--- src/rtl/ac_sweep_stimulus_pkg.sv ---
// Shared types and constants for the AC sweep stimulus: FSM states,
// quadrant decode bits and the sine peak amplitude.
package ac_stim_pkg;

  typedef enum logic [2:0] {
    ST_IDLE,
    ST_LOAD,
    ST_RUN,
    ST_NEXT,
    ST_FIN
  } stim_state_e;

  // Bits of the 2-bit quadrant field taken from the phase MSBs.
  localparam int unsigned QUAD_MIRROR_BIT = 0;
  localparam int unsigned QUAD_NEG_BIT    = 1;

  // Symmetric peak so negation never overflows the signed sample width.
  function automatic int unsigned lut_amp(input int unsigned sample_w);
    return (32'd1 << (sample_w - 1)) - 32'd1;
  endfunction

endpackage

--- src/rtl/ac_sweep_stimulus_if.sv ---
// Sample stream from the sweep source to the DAC/port model.
interface ac_sweep_stimulus_if #(
  parameter int unsigned SAMPLE_W = 12,
  parameter int unsigned NPTS_W   = 8
);
  logic signed [SAMPLE_W-1:0] smp_data;
  logic                       smp_valid;
  logic                       smp_ready;
  logic [NPTS_W-1:0]          point_idx;
  logic                       point_first;

  modport master (output smp_data, output smp_valid, output point_idx,
                  output point_first, input smp_ready);
  modport slave  (input smp_data, input smp_valid, input point_idx,
                  input point_first, output smp_ready);
endinterface

--- src/rtl/ac_sweep_stimulus_lut.sv ---
// Quarter-wave sine ROM, one-cycle registered read; entry k = peak*sin(pi/2*k/2^AW).
module sine_quarter_lut
  import ac_stim_pkg::*;
#(
  parameter int unsigned AW = 8,
  parameter int unsigned DW = 11
) (
  input  logic          clk,
  input  logic          rst_n,
  input  logic [AW-1:0] addr,
  output logic [DW-1:0] data_q
);

  function automatic logic [DW-1:0] sine_entry(input int k);
    real amp;
    real ang;
    amp = real'(lut_amp(DW + 1));
    ang = 3.14159265358979 / 2.0 * real'(k) / real'(2 ** AW);
    return DW'($rtoi(amp * $sin(ang) + 0.5));
  endfunction

  logic [DW-1:0] rom [2**AW];

  for (genvar k = 0; k < 2**AW; k++) begin : g_rom
    assign rom[k] = sine_entry(k);
  end

  always_ff @(posedge clk or negedge rst_n) begin
    if (!rst_n) data_q <= '0;
    else        data_q <= rom[addr];
  end

endmodule

--- src/rtl/ac_sweep_stimulus.sv ---
// Stepped-frequency sine sweep source: NCO + quarter-wave LUT, per-point dwell,
// valid/ready sample stream.
module ac_sweep_stimulus
  import ac_stim_pkg::*;
#(
  parameter int unsigned PHASE_W  = 24,
  parameter int unsigned LUT_AW   = 8,
  parameter int unsigned SAMPLE_W = 12,
  parameter int unsigned NPTS_W   = 8,
  parameter int unsigned DWELL_W  = 16
) (
  input  logic                clk,
  input  logic                rst_n,
  input  logic                start,
  input  logic                abort,
  input  logic [PHASE_W-1:0]  f_start,
  input  logic [PHASE_W-1:0]  f_step,
  input  logic [NPTS_W-1:0]   n_points,
  input  logic [DWELL_W-1:0]  dwell,
  ac_sweep_stimulus_if.master smp,
  output logic                busy,
  output logic                done
);

  localparam logic [SAMPLE_W-1:0] AMP = SAMPLE_W'(lut_amp(SAMPLE_W));

  stim_state_e          state_q;
  logic [PHASE_W-1:0]   phase_q, phase_d, ftw_q, step_q;
  logic [NPTS_W-1:0]    npts_m1_q, idx_q;
  logic [DWELL_W-1:0]   dwell_m1_q, dwell_cnt_q;
  logic                 valid_q, first_q, busy_q, done_q;
  logic                 neg_q, peak_q;
  logic [SAMPLE_W-2:0]  lut_q;
  logic [1:0]           quad_d;
  logic [LUT_AW-1:0]    frac_d, addr_d;
  logic [SAMPLE_W-1:0]  mag;
  logic                 accept, start_ok;

  assign accept   = valid_q & smp.smp_ready;
  assign start_ok = (state_q == ST_IDLE) & start & ~abort;

  always_comb begin
    phase_d = phase_q;
    if (start_ok)    phase_d = '0;
    else if (accept) phase_d = phase_q + ftw_q;
  end

  // The LUT always reads the phase that will be current next cycle, so the
  // registered word tracks phase_q and the next sample is ready on accept.
  assign quad_d = phase_d[PHASE_W-1 -: 2];
  assign frac_d = phase_d[PHASE_W-3 -: LUT_AW];
  assign addr_d = quad_d[QUAD_MIRROR_BIT] ? ('0 - frac_d) : frac_d;

  sine_quarter_lut #(
    .AW(LUT_AW),
    .DW(SAMPLE_W - 1)
  ) u_lut (
    .clk   (clk),
    .rst_n (rst_n),
    .addr  (addr_d),
    .data_q(lut_q)
  );

  // Mirrored offset 0 would need entry 2^LUT_AW (the peak), which the ROM lacks.
  always_ff @(posedge clk or negedge rst_n) begin
    if (!rst_n) begin
      neg_q  <= 1'b0;
      peak_q <= 1'b0;
    end else begin
      neg_q  <= quad_d[QUAD_NEG_BIT];
      peak_q <= quad_d[QUAD_MIRROR_BIT] & (frac_d == '0);
    end
  end

  assign mag = peak_q ? AMP : {1'b0, lut_q};

  always_ff @(posedge clk or negedge rst_n) begin
    if (!rst_n) begin
      state_q     <= ST_IDLE;
      phase_q     <= '0;
      ftw_q       <= '0;
      step_q      <= '0;
      npts_m1_q   <= '0;
      dwell_m1_q  <= '0;
      idx_q       <= '0;
      dwell_cnt_q <= '0;
      valid_q     <= 1'b0;
      first_q     <= 1'b0;
      busy_q      <= 1'b0;
      done_q      <= 1'b0;
    end else begin
      phase_q <= phase_d;
      done_q  <= 1'b0;
      if (abort && state_q != ST_IDLE) begin
        state_q <= ST_IDLE;
        valid_q <= 1'b0;
        first_q <= 1'b0;
        busy_q  <= 1'b0;
      end else begin
        case (state_q)
          ST_IDLE: if (start_ok) begin
            ftw_q       <= f_start;
            step_q      <= f_step;
            npts_m1_q   <= (n_points == '0) ? '0 : n_points - NPTS_W'(1);
            dwell_m1_q  <= (dwell == '0) ? '0 : dwell - DWELL_W'(1);
            idx_q       <= '0;
            dwell_cnt_q <= '0;
            busy_q      <= 1'b1;
            state_q     <= ST_LOAD;
          end
          ST_LOAD: begin
            valid_q <= 1'b1;
            first_q <= 1'b1;
            state_q <= ST_RUN;
          end
          ST_RUN: if (accept) begin
            first_q <= 1'b0;
            if (dwell_cnt_q == dwell_m1_q) begin
              valid_q     <= 1'b0;
              dwell_cnt_q <= '0;
              if (idx_q == npts_m1_q) begin
                done_q  <= 1'b1;
                state_q <= ST_FIN;
              end else begin
                state_q <= ST_NEXT;
              end
            end else begin
              dwell_cnt_q <= dwell_cnt_q + DWELL_W'(1);
            end
          end
          ST_NEXT: begin
            ftw_q   <= ftw_q + step_q;
            idx_q   <= idx_q + NPTS_W'(1);
            valid_q <= 1'b1;
            first_q <= 1'b1;
            state_q <= ST_RUN;
          end
          ST_FIN: begin
            busy_q  <= 1'b0;
            state_q <= ST_IDLE;
          end
          default: state_q <= ST_IDLE;
        endcase
      end
    end
  end

  assign smp.smp_data    = neg_q ? ('0 - mag) : mag;
  assign smp.smp_valid   = valid_q;
  assign smp.point_idx   = idx_q;
  assign smp.point_first = first_q;
  assign busy            = busy_q;
  assign done            = done_q;

endmodule

--- src/flat_wrapper.sv ---
// flat-port wrapper written by rule: the top's interface ports become plain ports
module ac_sweep_stimulus_flat import ac_stim_pkg::*;
#(
  parameter int unsigned PHASE_W  = 24,
  parameter int unsigned LUT_AW   = 8,
  parameter int unsigned SAMPLE_W = 12,
  parameter int unsigned NPTS_W   = 8,
  parameter int unsigned DWELL_W  = 16
)
  (clk, rst_n, start, abort, f_start, f_step, n_points, dwell, busy, done, smp_smp_data, smp_smp_valid, smp_point_idx, smp_point_first, smp_smp_ready);
  ac_sweep_stimulus_if #(.SAMPLE_W(SAMPLE_W), .NPTS_W(NPTS_W)) smp_i ();
  input  logic clk;
  input  logic rst_n;
  input  logic start;
  input  logic abort;
  input  logic [PHASE_W-1:0] f_start;
  input  logic [PHASE_W-1:0] f_step;
  input  logic [NPTS_W-1:0] n_points;
  input  logic [DWELL_W-1:0] dwell;
  output logic busy;
  output logic done;
  output wire logic [$bits(smp_i.smp_data)-1:0] smp_smp_data;
  output wire logic [$bits(smp_i.smp_valid)-1:0] smp_smp_valid;
  output wire logic [$bits(smp_i.point_idx)-1:0] smp_point_idx;
  output wire logic [$bits(smp_i.point_first)-1:0] smp_point_first;
  input wire logic [$bits(smp_i.smp_ready)-1:0] smp_smp_ready;
  assign smp_smp_data = smp_i.smp_data;
  assign smp_smp_valid = smp_i.smp_valid;
  assign smp_point_idx = smp_i.point_idx;
  assign smp_point_first = smp_i.point_first;
  assign smp_i.smp_ready = smp_smp_ready;
  ac_sweep_stimulus #(.PHASE_W(PHASE_W), .LUT_AW(LUT_AW), .SAMPLE_W(SAMPLE_W), .NPTS_W(NPTS_W), .DWELL_W(DWELL_W)) u_core (.clk(clk), .rst_n(rst_n), .start(start), .abort(abort), .f_start(f_start), .f_step(f_step), .n_points(n_points), .dwell(dwell), .smp(smp_i), .busy(busy), .done(done));
endmodule
--- config.mk ---
export PLATFORM = sky130hd
export DESIGN_NAME = ac_sweep_stimulus_flat
export DESIGN_NICKNAME = d
export VERILOG_FILES = /design/src/rtl/ac_sweep_stimulus_pkg.sv /design/src/rtl/ac_sweep_stimulus_if.sv /design/src/rtl/ac_sweep_stimulus_lut.sv /design/src/rtl/ac_sweep_stimulus.sv /design/src/flat_wrapper.sv
export SDC_FILE = /design/constraint.sdc
export NUM_CORES = 1
export LEC_CHECK = 0
export ABC_AREA = 1
export CAP_MARGIN = 40
export CORE_MARGIN = 10
export CORE_UTILIZATION = 45
export CTS_CLUSTER_SIZE = 16
export DETAILED_ROUTE_END_ITERATION = 16
export MAX_ROUTING_LAYER = met4
export PLACE_DENSITY_LB_ADDON = 0.25
export SYNTH_ARGS = -nofsm -noshare
export SYNTH_HDL_FRONTEND = slang
export SYNTH_SLANG_ARGS = --single-unit
export TNS_END_PERCENT = 30
--- constraint.sdc ---
create_clock -name clk -period 3.49 [get_ports clk]
set_clock_uncertainty 0.1 [all_clocks]
set_input_delay 0.8725 -clock clk [delete_from_list [all_inputs] [get_ports clk]]
set_output_delay 0.8725 -clock clk [all_outputs]
set_load 0.01 [all_outputs]
# Word-level counts from Yosys, hierarchy flattened
# Memory sizes are Yosys's and may differ from the RTL's. A register that Yosys moved wholly into a read port is not among the register bits.
# Index checks and enable logic that the tools add are counted.
# op_classes
n_addsub	8
n_eq_ne	11
muxes	36
bitwise	7
reduce_logical	20
# op_table
op	n
two-way mux 24 bit	3
two-way mux 16 bit	4
adder 24 bit	2
case mux 24 bit (2 select lines)	1
case mux 16 bit (2 select lines)	1
two-way mux 8 bit	3
adder 16 x 1 -> 16 bit, second input constant	1
equality test 16 bit	1
zero test 16 bit	1
zero test 8 bit	2
case mux 8 bit (2 select lines)	1
subtractor 16 x 1 -> 16 bit, second input constant	1
two-way mux 3 bit	5
two-way mux 1 bit	12
two-way mux 12 bit	1
AND reduction 3 bit	4
subtractor 1 x 12 -> 12 bit, first input constant	1
two-way mux 11 bit	1
inverter 8 -> 9 bit	1
case mux 3 bit (3 select lines)	1
nonzero test 3 bit	3
adder 8 x 1 -> 8 bit, second input constant	1
equality test 8 bit	1
subtractor 1 x 8 -> 8 bit, first input constant	1
other kinds (17)	29
# word_totals
regBits	129
rom_bits	2816
inputBits	77
word_cells	98
n_memories	1
# memory_table
memory	depth	width	rd	rd_clocked_by_memory_dff	write_ports	line_no	source
(name not given)	256	11	1	1	0	ac_sweep_stimulus_lut.sv:30	else data_q <= rom[addr];

# Logic depth before layout (Yosys ltp)
# Gate-level depths: netlist (run 1).
# depth
ltp_word	7
mapped_depth	29
mapped_depth_nobuf	28

# Cells and area by module
# Synthesis (run 1) repeated with hierarchy kept, for this count alone.
# hier_totals
cells_unflattened	1864
hier_area_um2	12230.5
# by_module_without_submodules
mod	instances	cells_per_inst	area_per_inst_um2	seq_area_each_um2
ac_sweep_stimulus	1	1360	9527.9	3203.1
sine_quarter_lut	1	504	2702.6	275.3

# Worst setup path after synthesis (run 1)
# Ideal clock, no wire load.
# synth_path
path_kind	register to register
from	reg u_core.ftw_q[0]
to	reg u_core.u_lut.data_q[3]
arrival_ns	3.227
required_ns	3.273
slack_ns	0.046
stages_incl_launch_ff	25
path_buffers	0
synth_period_minus_slack_ns	3.444
path_cell_list	dfrtp_1 > ha_1 > inv_1 > fa_1 > inv_1 > nand2_1 > nand3_2 > nand2_1 > nand2_1 > nand2_1 > nand3_1 > nand2_2 > ha_1 > nand3_1 > nand2_1 > ha_1 > inv_1 > nand2_1 > nand3_1 > nand3_1 > nand3_1 > nand3_1 > nand2_1 > nand2_1 > nand2_1
# synth_via
elab_chain_len	6
# synth_rtl
element	line_no	source
from (decl)	ac_sweep_stimulus.sv:28	logic [PHASE_W-1:0] phase_q, phase_d, ftw_q, step_q;
from (signal assigned)	ac_sweep_stimulus.sv:102	ftw_q <= f_start;
from (signal assigned)	ac_sweep_stimulus.sv:132	ftw_q <= ftw_q + step_q;
adder 24 bit (*)	ac_sweep_stimulus.sv:45	else if (accept) phase_d = phase_q + ftw_q;
two-way mux 24 bit (*)	ac_sweep_stimulus.sv:45	
two-way mux 24 bit (*)	ac_sweep_stimulus.sv:44	if (start_ok) phase_d = '0;
subtractor 1 x 8 -> 8 bit	ac_sweep_stimulus.sv:52	assign addr_d = quad_d[QUAD_MIRROR_BIT] ? ('0 - frac_d) : frac_d;
two-way mux 8 bit (*)	ac_sweep_stimulus.sv:52	
inverter 8 -> 9 bit (implied by the code) (*)	ac_sweep_stimulus_lut.sv:30	
to (decl)	ac_sweep_stimulus_lut.sv:11	output logic [DW-1:0] data_q
# Mark *: on every way between the ends. The rest lies on a longest branch, timed or not. The select of a mux whose other input is x is not followed.
# A chain may end at the register's enable or synchronous reset.

# Worst setup path after layout (run 1)
# layout_path
from	reg u_core.ftw_q[0]
to	reg u_core.u_lut.data_q[2]
# Same word-level chain as after synthesis.

==> results.ini, run 1 <==
[placement]
gp_congestion=1.01
dpl.hpwl_um=31900
postPlaceCellArea_mm2=0.0147
port-buffer-count=100

[cts]
cts_max_path_buffers=2
clk_latency_ns=0.44
h-tree-depth=4
root_buffer=clkbuf_16
cts_tree=built
cts_buffers=17
cts.clk_slew.worst_paths_ns=0.07
clock_sinks=139

[finish]
fin_util=0.649
area_delta_synth_final_pct=42.8
design_area_mm2=0.0168
drive_gt1_frac=0.257
design.final.nets=2256

[synthesis]
synth.avg_cell_area_um2=6.56
syn_inst=1793
synthesis.nets=1934
synth.distinct_cells=56
ys_ff_latch=139
synth-seq-area-share=0.296
ys.flop_type=dfrtp_1
async_flop_share=1.00
yosysWarningCount=0
netlist_area_mm2=0.0118
synth-edff-count=0

[flow_run]
maxCapViolations=0

[sta]
finalSetupViolCount=0
slew_headroom=0.562
max_slew.worst_pin.slew_ns=0.658
max_freq_mhz=290
rsz0062_at_grt=true
slew_violations=0
post-route-period-util=0.986
finalHoldViolations=0
period_minus_slack_ns=3.44

[die]
die_w_um=182
fp.dieH_um=182
core-area_mm2=0.0259
io_pins=101
die_area_mm2=0.0330
start_util=0.454
fp-row-count=59

[setup_path]
path_class=register to register
worstPathArrival_ns=3.66
worstPathRequired_ns=3.71
worstPathMaxFanout=7
end_kind=register
cp-start-kind=register

[grt]
grtUsageMet3=0.0388
grt_pass1_wl_um=67400
grtUsageMet1=0.332
grt_pass1_vias=12906
met2_usage=0.404
antenna_found_initial=1
grt.total_usage=0.257
grt_max_degree=69
overflow=0
busiest_layer=met2

[detailed_routing]
ant_nets=0
drtIter0Drc=1119
via_per_inst=5.42
first_pass_iters=5
wl_per_cell_um=18.0
drc=0
wl_um=44200
vias=13344

[min_path]
min_path_type=primary input to asynchronous set/reset pin

[status]
status=finished clean

## sequential cells by signal, summed over array words and instances, names as in the netlist
register,cells
u_core.ftw_q,24
u_core.smp.point_idx,8
u_core.done,1
u_core.state_q,3
u_core.u_lut.data_q,11
u_core.peak_q,1
u_core.dwell_m1_q,16
u_core.npts_m1_q,8
u_core.step_q,24
u_core.smp.point_first,1
u_core.dwell_cnt_q,16
u_core.phase_q,23
u_core.smp.smp_valid,1
u_core.neg_q,1
u_core.busy,1
## worst max-delay path: stages (launching register included)
cell	delay, ns
dfrtp_1	0.40
ha_2	0.21
inv_2	0.04
fa_2	0.33
inv_2	0.10
nand2_2	0.05
nand3_2	0.08
nand2_2	0.08
nand2_2	0.08
nand2_2	0.06
nand3_2	0.08
nand2_4	0.08
ha_4	0.29
nand3_4	0.08
nand2_4	0.12
buf_6	0.13
inv_8	0.04
buf_4	0.17
nand2_8	0.11
nand2_2	0.07
nor2_1	0.14
nand3_1	0.10
nand2_2	0.09
nor2_4	0.05
nand2_1	0.05
nand2_1	0.05
nand2_1	0.08
nand2_1	0.06
## logic make-up (layout without fill, tap and decap cells)
group / after synthesis / after routing / share of synthesized area
other: 0 / 1 / 0
xor gates and xnor gates: 80 / 80 / 0.0612
AOI/OAI and AO/OA: 237 / 237 / 0.114
DFF: 139 / 139 / 0.296
buffers and inverters: 235 / 568 / 0.0862
and+or+nand+nor: 1037 / 1038 / 0.373
muxes: 1 / 1 / 0.000957
adders and majority gates: 64 / 64 / 0.0693
## cell type report
type / instances / area, um^2
Clock inverter: 13 / 183
Multi-Input combinational cell: 1420 / 8290
Tap cell: 335 / 419
Fill cell: 2257 / 9100
Timing Repair Buffer: 360 / 3280
Inverter: 176 / 696
Timing Repair inverter: 1 / 8.76
Clock buffer: 18 / 439
Sequential cell: 139 / 3490
Antenna cell: 1 / 2.50
## cell usage after synthesis (2+ instances only)
master      n  area [um^2]
a211oi_1    2         15.0
a21o_1      2         15.0
a21oi_1    77          385
a21oi_2     5         43.8
a31oi_1     7         43.8
and3_1      2         12.5
buf_1       3         11.3
buf_2      20          100
buf_4       6         45.0
buf_6      11          124
clkbuf_1   19         71.3
dfrtp_1   139         3480
fa_1        2         40.0
ha_1       62          776
inv_1     167          627
inv_2       8         30.0
nand2_1   647         2430
nand2_2    19          119
nand2_4     2         22.5
nand3_1   180          901
nand3_2     7         70.1
nand3b_1    2         15.0
nand4_1    12         75.1
nor2_1    120          450
nor2_2      5         31.3
nor2_4      2         22.5
nor3_1     19         95.1
nor4_1      9         56.3
o211ai_1   14          105
o21a_1      5         37.5
o21ai_0    85          425
o21ai_1    17         85.1
o21bai_1    3         22.5
o22ai_1     6         37.5
o31ai_1     5         37.5
or2_2       5         31.3
xnor2_1    34          298
xor2_1     45          394
## path summary, 6_finish.rpt
path | slack, ns | cells after the start | end | startpoint
max | 0.05 | 27 | u_core.u_lut.data_q[2]$_DFF_PN0_ | u_core.ftw_q[0]$_DFFE_PN0P_
min | 0.32 | 1 | u_core.ftw_q[4]$_DFFE_PN0P_ | rst_n
max reg2reg | 0.05 | 27 | u_core.u_lut.data_q[2]$_DFF_PN0_ | u_core.ftw_q[0]$_DFFE_PN0P_
min reg2reg | 0.39 | 2 | u_core.step_q[13]$_DFFE_PN0P_ | u_core.step_q[13]$_DFFE_PN0P_
max in group asynchronous | 2.17 | 2 | u_core.u_lut.data_q[4]$_DFF_PN0_ | rst_n
min in group clk | 0.39 | 2 | u_core.step_q[13]$_DFFE_PN0P_ | u_core.step_q[13]$_DFFE_PN0P_
## cells in the final DEF (no fill, tap or decap), types with 14 or more instances in the layout
master	Yosys	final
o21ai_1	17	20
a21oi_2	5	14
nand2_4	2	25
ha_4	0	20
nor2_1	120	104
nand3_1	180	158
xor2_1	45	45
nand3_2	7	23
dfrtp_1	139	128
nand2_1	647	561
o21ai_0	85	81
inv_2	8	14
inv_1	167	155
clkbuf_16	0	22
ha_1	62	38
nand2_2	19	80
clkdlybuf4s50_1	0	96
buf_4	6	224
a21oi_1	77	63
nor3_1	19	17
o211ai_1	14	14
buf_6	11	19
xnor2_1	34	34
## through the flow
step                      hold slack [ns]  TNS [ns]  cells  setup slack, ns
after floorplan                     0.355         0   1793           0.0459
after global placement              0.371     -4.22   2391           -0.535
after detailed placement            0.373     -5.21   2391           -0.537
after CTS                           0.359   -0.0306   2427          -0.0280
after global routing                0.372    -0.793   2463           -0.115
final                               0.323         0   2463           0.0475
## routing by layer
metal	wire length [um]	vias to the layer above	share of wire
met2	20600	473	0.46
met1	19700	6305	0.45
met3	2550	108	0.058
met5	0	-	0
li1	-	6458	-
met4	1420	0	0.032
## timing repair
item	4_1_cts	5_1_grt
pin swaps	8	93
hold buffers	0	0
cloned	0	7
resized for setup	67	220
setup buffers	5	29
setup endpoints to repair	17	21
Power of run 1 is left out: the tool's default activity adds up to more than one toggle a clock period on the data nets, which glitch-free logic cannot reach.
==> run 2: changes to the inputs <==
--- a/config.mk
+++ b/config.mk
@@ -13,6 +13,7 @@
 export DETAILED_ROUTE_END_ITERATION = 16
 export MAX_ROUTING_LAYER = met4
 export PLACE_DENSITY_LB_ADDON = 0.25
+export SLEW_MARGIN = 5
 export SYNTH_ARGS = -nofsm -noshare
 export SYNTH_HDL_FRONTEND = slang
 export SYNTH_SLANG_ARGS = --single-unit
==> results of run 2 <==
Same layout as run 1: the final DEF is identical, and so are final timing and power.
Power of run 2 is left out for the same reason.
